File: src/rtl/adam_pause_seq_if.sv
// Pause handshake bundle: upstream pause_req/pause_ack plus the per-target fan-out.
// master is the sequencer side; slave is the upstream manager and target group.
interface adam_pause_seq_if #(
  parameter int NO_TGTS = 4
);
  logic               pause_req;
  logic               pause_ack;
  logic [NO_TGTS-1:0] tgt_pause_req;
  logic [NO_TGTS-1:0] tgt_pause_ack;
  logic [NO_TGTS-1:0] tgt_timeout;

  modport master (
    input  pause_req, tgt_pause_ack,
    output pause_ack, tgt_pause_req, tgt_timeout
  );

  modport slave (
    output pause_req, tgt_pause_ack,
    input  pause_ack, tgt_pause_req, tgt_timeout
  );
endinterface

File: src/rtl/adam_pause_seq.sv
// Pause sequencer: pauses targets in ascending order, resumes in descending order.
// Optional per-step watchdog enabled by defining ADAM_PAUSE_SEQ_TIMEOUT_EN.
module adam_pause_seq #(
  parameter int NO_TGTS        = 4,
  parameter int TIMEOUT_CYCLES = 1024
) (
  input  logic clk,
  input  logic rst,
  input  logic test,
  adam_pause_seq_if.master bus
);
  localparam int IW = (NO_TGTS > 1) ? $clog2(NO_TGTS) : 1;
  localparam logic [IW-1:0] LAST = IW'(NO_TGTS-1);

  typedef enum logic [1:0] {RUN, PAUSING, PAUSED, RESUMING} state_e;

  state_e             state_q, state_d;
  logic [IW-1:0]      idx_q, idx_d;
  logic [NO_TGTS-1:0] req_q, req_d;
  logic               ack_q, ack_d;
  logic               tmo;

  logic unused_test;
  assign unused_test = test;

  always_comb begin
    state_d = state_q;
    idx_d   = idx_q;
    req_d   = req_q;
    unique case (state_q)
      RUN: begin
        // Hold off until every target has released its ack from the last resume
        if (bus.pause_req && !(|bus.tgt_pause_ack)) begin
          state_d = PAUSING;
          idx_d   = '0;
          req_d   = NO_TGTS'(1);
        end
      end
      PAUSING: begin
        if (bus.tgt_pause_ack[idx_q] || tmo) begin
          if (idx_q == LAST) begin
            state_d = PAUSED;
          end else begin
            idx_d        = idx_q + 1'b1;
            req_d[idx_d] = 1'b1;
          end
        end
      end
      PAUSED: begin
        if (!bus.pause_req) begin
          state_d     = RESUMING;
          idx_d       = LAST;
          req_d[LAST] = 1'b0;
        end
      end
      RESUMING: begin
        if (!bus.tgt_pause_ack[idx_q] || tmo) begin
          if (idx_q == '0) begin
            state_d = RUN;
          end else begin
            idx_d        = idx_q - 1'b1;
            req_d[idx_d] = 1'b0;
          end
        end
      end
      default: state_d = RUN;
    endcase
    // Upstream ack stays high until the resume sweep has fully unwound
    ack_d = (state_d == PAUSED) || (state_d == RESUMING);
  end

  always_ff @(posedge clk) begin
    if (!rst) begin
      state_q <= RUN;
      idx_q   <= '0;
      req_q   <= '0;
      ack_q   <= 1'b0;
    end else begin
      state_q <= state_d;
      idx_q   <= idx_d;
      req_q   <= req_d;
      ack_q   <= ack_d;
    end
  end

  assign bus.pause_ack     = ack_q;
  assign bus.tgt_pause_req = req_q;

`ifdef ADAM_PAUSE_SEQ_TIMEOUT_EN
  localparam int CW = $clog2(TIMEOUT_CYCLES+1);

  logic [CW-1:0]      cnt_q, cnt_d;
  logic [NO_TGTS-1:0] to_q, to_d;
  logic               waiting, missing;

  assign waiting = (state_q == PAUSING) || (state_q == RESUMING);
  assign missing = ((state_q == PAUSING)  && !bus.tgt_pause_ack[idx_q]) ||
                   ((state_q == RESUMING) &&  bus.tgt_pause_ack[idx_q]);
  assign tmo     = waiting && (cnt_q == CW'(TIMEOUT_CYCLES));

  always_comb begin
    cnt_d = '0;
    to_d  = to_q;
    if (waiting) begin
      if (state_d == state_q && idx_d == idx_q) cnt_d = cnt_q + 1'b1;
      if (tmo && missing) to_d[idx_q] = 1'b1;
    end
  end

  always_ff @(posedge clk) begin
    if (!rst) begin
      cnt_q <= '0;
      to_q  <= '0;
    end else begin
      cnt_q <= cnt_d;
      to_q  <= to_d;
    end
  end

  assign bus.tgt_timeout = to_q;
`else
  localparam int unused_timeout = TIMEOUT_CYCLES;

  assign tmo             = 1'b0;
  assign bus.tgt_timeout = '0;
`endif
endmodule
File: src/flat_wrapper.sv
// flat-port wrapper written by rule: the top's interface ports become plain ports
module adam_pause_seq_flat 
#(
  parameter int NO_TGTS        = 4,
  parameter int TIMEOUT_CYCLES = 1024
)
  (clk, rst, test, bus_pause_req, bus_tgt_pause_ack, bus_pause_ack, bus_tgt_pause_req, bus_tgt_timeout);
  adam_pause_seq_if #(.NO_TGTS(NO_TGTS)) bus_i ();
  input  logic clk;
  input  logic rst;
  input  logic test;
  input wire logic [$bits(bus_i.pause_req)-1:0] bus_pause_req;
  input wire logic [$bits(bus_i.tgt_pause_ack)-1:0] bus_tgt_pause_ack;
  output wire logic [$bits(bus_i.pause_ack)-1:0] bus_pause_ack;
  output wire logic [$bits(bus_i.tgt_pause_req)-1:0] bus_tgt_pause_req;
  output wire logic [$bits(bus_i.tgt_timeout)-1:0] bus_tgt_timeout;
  assign bus_i.pause_req = bus_pause_req;
  assign bus_i.tgt_pause_ack = bus_tgt_pause_ack;
  assign bus_pause_ack = bus_i.pause_ack;
  assign bus_tgt_pause_req = bus_i.tgt_pause_req;
  assign bus_tgt_timeout = bus_i.tgt_timeout;
  adam_pause_seq #(.NO_TGTS(NO_TGTS), .TIMEOUT_CYCLES(TIMEOUT_CYCLES)) u_core (.clk(clk), .rst(rst), .test(test), .bus(bus_i));
endmodule
File: config.mk
export PLATFORM = sky130hd
export DESIGN_NAME = adam_pause_seq_flat
export DESIGN_NICKNAME = d
export VERILOG_FILES = /design/src/rtl/adam_pause_seq_if.sv /design/src/rtl/adam_pause_seq.sv /design/src/flat_wrapper.sv
export SDC_FILE = /design/constraint.sdc
export NUM_CORES = 1
export LEC_CHECK = 0
export CORE_ASPECT_RATIO = 0.75
export CORE_MARGIN = 5
export CORE_UTILIZATION = 35
export DETAILED_ROUTE_END_ITERATION = 6
export PLACE_DENSITY_LB_ADDON = 0.05
export SYNTH_ARGS = -nofsm -noshare
export SYNTH_HDL_FRONTEND = slang
export SYNTH_SLANG_ARGS = --single-unit
File: constraint.sdc
create_clock -name clk -period 2.25 [get_ports clk]
set_clock_uncertainty 0.05 [all_clocks]
set_input_delay 0.45 -clock clk [delete_from_list [all_inputs] [get_ports clk]]
set_output_delay 0.45 -clock clk [all_outputs]
set_load 0.01 [all_outputs]
==> summary.txt <==
root buf cell: clkbuf_4
TritonCTS Buffers: 3
pins over their slew limit: 0
# DRC: 0
Worst Setup End Kind: flop
vias in the first global route: 579
drt first pass iters: 4
core area: 0.00177 mm²
antenna violations before repair: 0
total power: 0.330 mW
first-pass GRT wire length: 2590 µm
Buffers on Ports: 11
initial core utilization: 38.0%
Max-cap violations: 0
#FFs+latches synth: 9
Total GRT Usage: 12.5%
most common cell after layout, fill and taps aside: nand2_1
pre-CTS setup slack: 0.107 ns
via count: 606
wire per inst: 13.6 µm
Row Count: 13
fraction of layout cells with a size suffix above 1: 10.8%
post-route setup slack: 0.303 ns
synth unique cells: 34
post-CTS setup buffer count: 0
critical path launch point type: flop
WP data required: 2.40 ns
CTS tree: built
CTS clk-pin slew, worst paths: 0.07 ns
maximum fanout along the worst path: 7
Area Growth Syn to Fin: 21.9%
Hold Crit Class: reg -> reg
sequential cell area fraction in the yosys report: 26.8%
Ant. Diodes: 0
largest net degree at the start of global routing: 14
Pwr per Cell Area: 402 mW/mm²
CTS max path bufs: 2
fmax: 514 MHz
clock sinks: 9
die footprint: 0.00291 mm²
I/O pin total: 17
CTS H-Tree Depth: 1
Final setup viols: 0
final hold viol count: 0
Post-Synthesis Cell Area: 673 µm²
clock period minus worst slack: 1.95 ns
total gr overflow: 0
post-layout util: 46.3%
synthesized area per cell: 8.52 µm²
Vias/cell: 5.27
Die Height: 48.0 µm
part of the cycle the worst path needs: 86.5%
RSZ-0062 raised after global routing: no
Resized Gates After CTS: 0
DP HPWL: 1190 µm
clk_lat worst skew: 0.27 ns
initial DRC count: 9
Synth Instances: 79
ANT nets after route: 0
die width: 60.6 µm
Peak VDD IR: 275 µV
Net count, final: 106
Sum Neg Setup Slack: 0 ns
commonest cells after routing, fill and taps aside: nand2_1, clkdlybuf4s50_1, dfxtp_1
status: finished clean
Crit Path Class: reg -> reg
# hold bufs at CTS: 0
Worst Path Arrival: 2.10 ns
Post-Route WL: 1570 µm
leakage power total: 0.304 nW
total of warnings raised by yosys: 0
Placer Congestion: 0.685
==> final timing paths <==
path,startpoint,to,slack [ns],depth (start not counted)
worst max-delay path,u_core.idx_q[1],u_core.bus.tgt_pause_req[3],0.30,7
worst min-delay path,u_core.bus.tgt_pause_req[2],u_core.bus.tgt_pause_req[2],0.43,2
worst max register to register,u_core.idx_q[1],u_core.bus.tgt_pause_req[3],0.30,7
worst min register to register,u_core.bus.tgt_pause_req[2],u_core.bus.tgt_pause_req[2],0.43,2
==> cell families after synthesis <==
logic type	synth area share, %
buf+inv	10.2
xor+xnor	1.30
other cells	0.557
compound gates	18.8
mux	13.8
flops	26.8
simple gates	21.2
fa+ha+maj	7.44
==> per-layer routing <==
layer / track usage [%] / up-vias / share of wire, %
met5: 0 / - / 0
met4: 3.90 / 0 / 0.58
met3: 4.85 / 2 / 6.3
met2: 21.1 / 20 / 45
met1: 14.7 / 281 / 48
li1: - / 303 / -
==> cell type report <==
class / instances / area, µm²
clock buffers: 4 / 26.3
fillers: 184 / 952
inverters: 5 / 18.8
multi-input cells: 61 / 435
flip-flops and latches: 9 / 180
well taps: 22 / 27.5
repair buffers: 14 / 133
==> power breakdown <==
group / internal (mW) / switching, mW / leakage (nW) / total [mW]
clock network: 0.0686 / 0.0633 / 0.0150 / 0.132
logic: 0.0189 / 0.0175 / 0.216 / 0.0363
registers: 0.160 / 0.00139 / 0.0725 / 0.162
total: 0.248 / 0.0822 / 0.304 / 0.330
==> critical path, stage by stage, from the launching register on <==
cell and delay [ns]:
dfxtp_1 0.51, inv_1 0.11, ha_1 0.26, nor3b_1 0.19, a22oi_1 0.17, a41oi_1 0.25
buf_4 0.16, mux2i_1 0.17
==> cells in the mapped netlist (all sizes together) <==
library cell  instances  area [µm²]
and3b                 1        8.76
dfxtp                 9         180
xnor2                 1        8.76
ha                    4        50.1
nor3                  1        5.00
inv                   5        18.8
a31o                  1        8.76
conb                  1        3.75
nor4                  1        6.26
nor3b                 1        7.51
a211oi                2        20.0
and2                  1        6.26
mux4                  1        22.5
o21a                  1        7.51
o21ai                 1        5.00
or3                   2        12.5
nor2                  3        11.3
a22o                  1        8.76
nand3                 3        20.0
nor2b                 2        12.5
a311oi                1        8.76
mux2i                 7        70.1
a2bb2oi               1        8.76
nand2                14        52.6
a22oi                 4        30.0
a41oi                 1        8.76
a221o                 1        10.0
buf                   7        50.0
a41o                  1        10.0
==> sequential cells by signal, indices dropped and copies added, names as in the netlist <==
name and flops:
u_core.bus.pause_ack 1, u_core.bus.tgt_pause_req 4, u_core.idx_q 2, u_core.state_q 2
==> per-stage QoR <==
stage	instance area [µm²]	hold WS [ns]	cells
3_3_place_gp	795	0.417	111
2_1_floorplan	684	0.441	82
6_report	821	0.432	115
5_1_grt	821	0.443	115
4_1_cts	821	0.429	115
3_5_place_dp	795	0.420	111
Power figures use the tool's default switching activity.
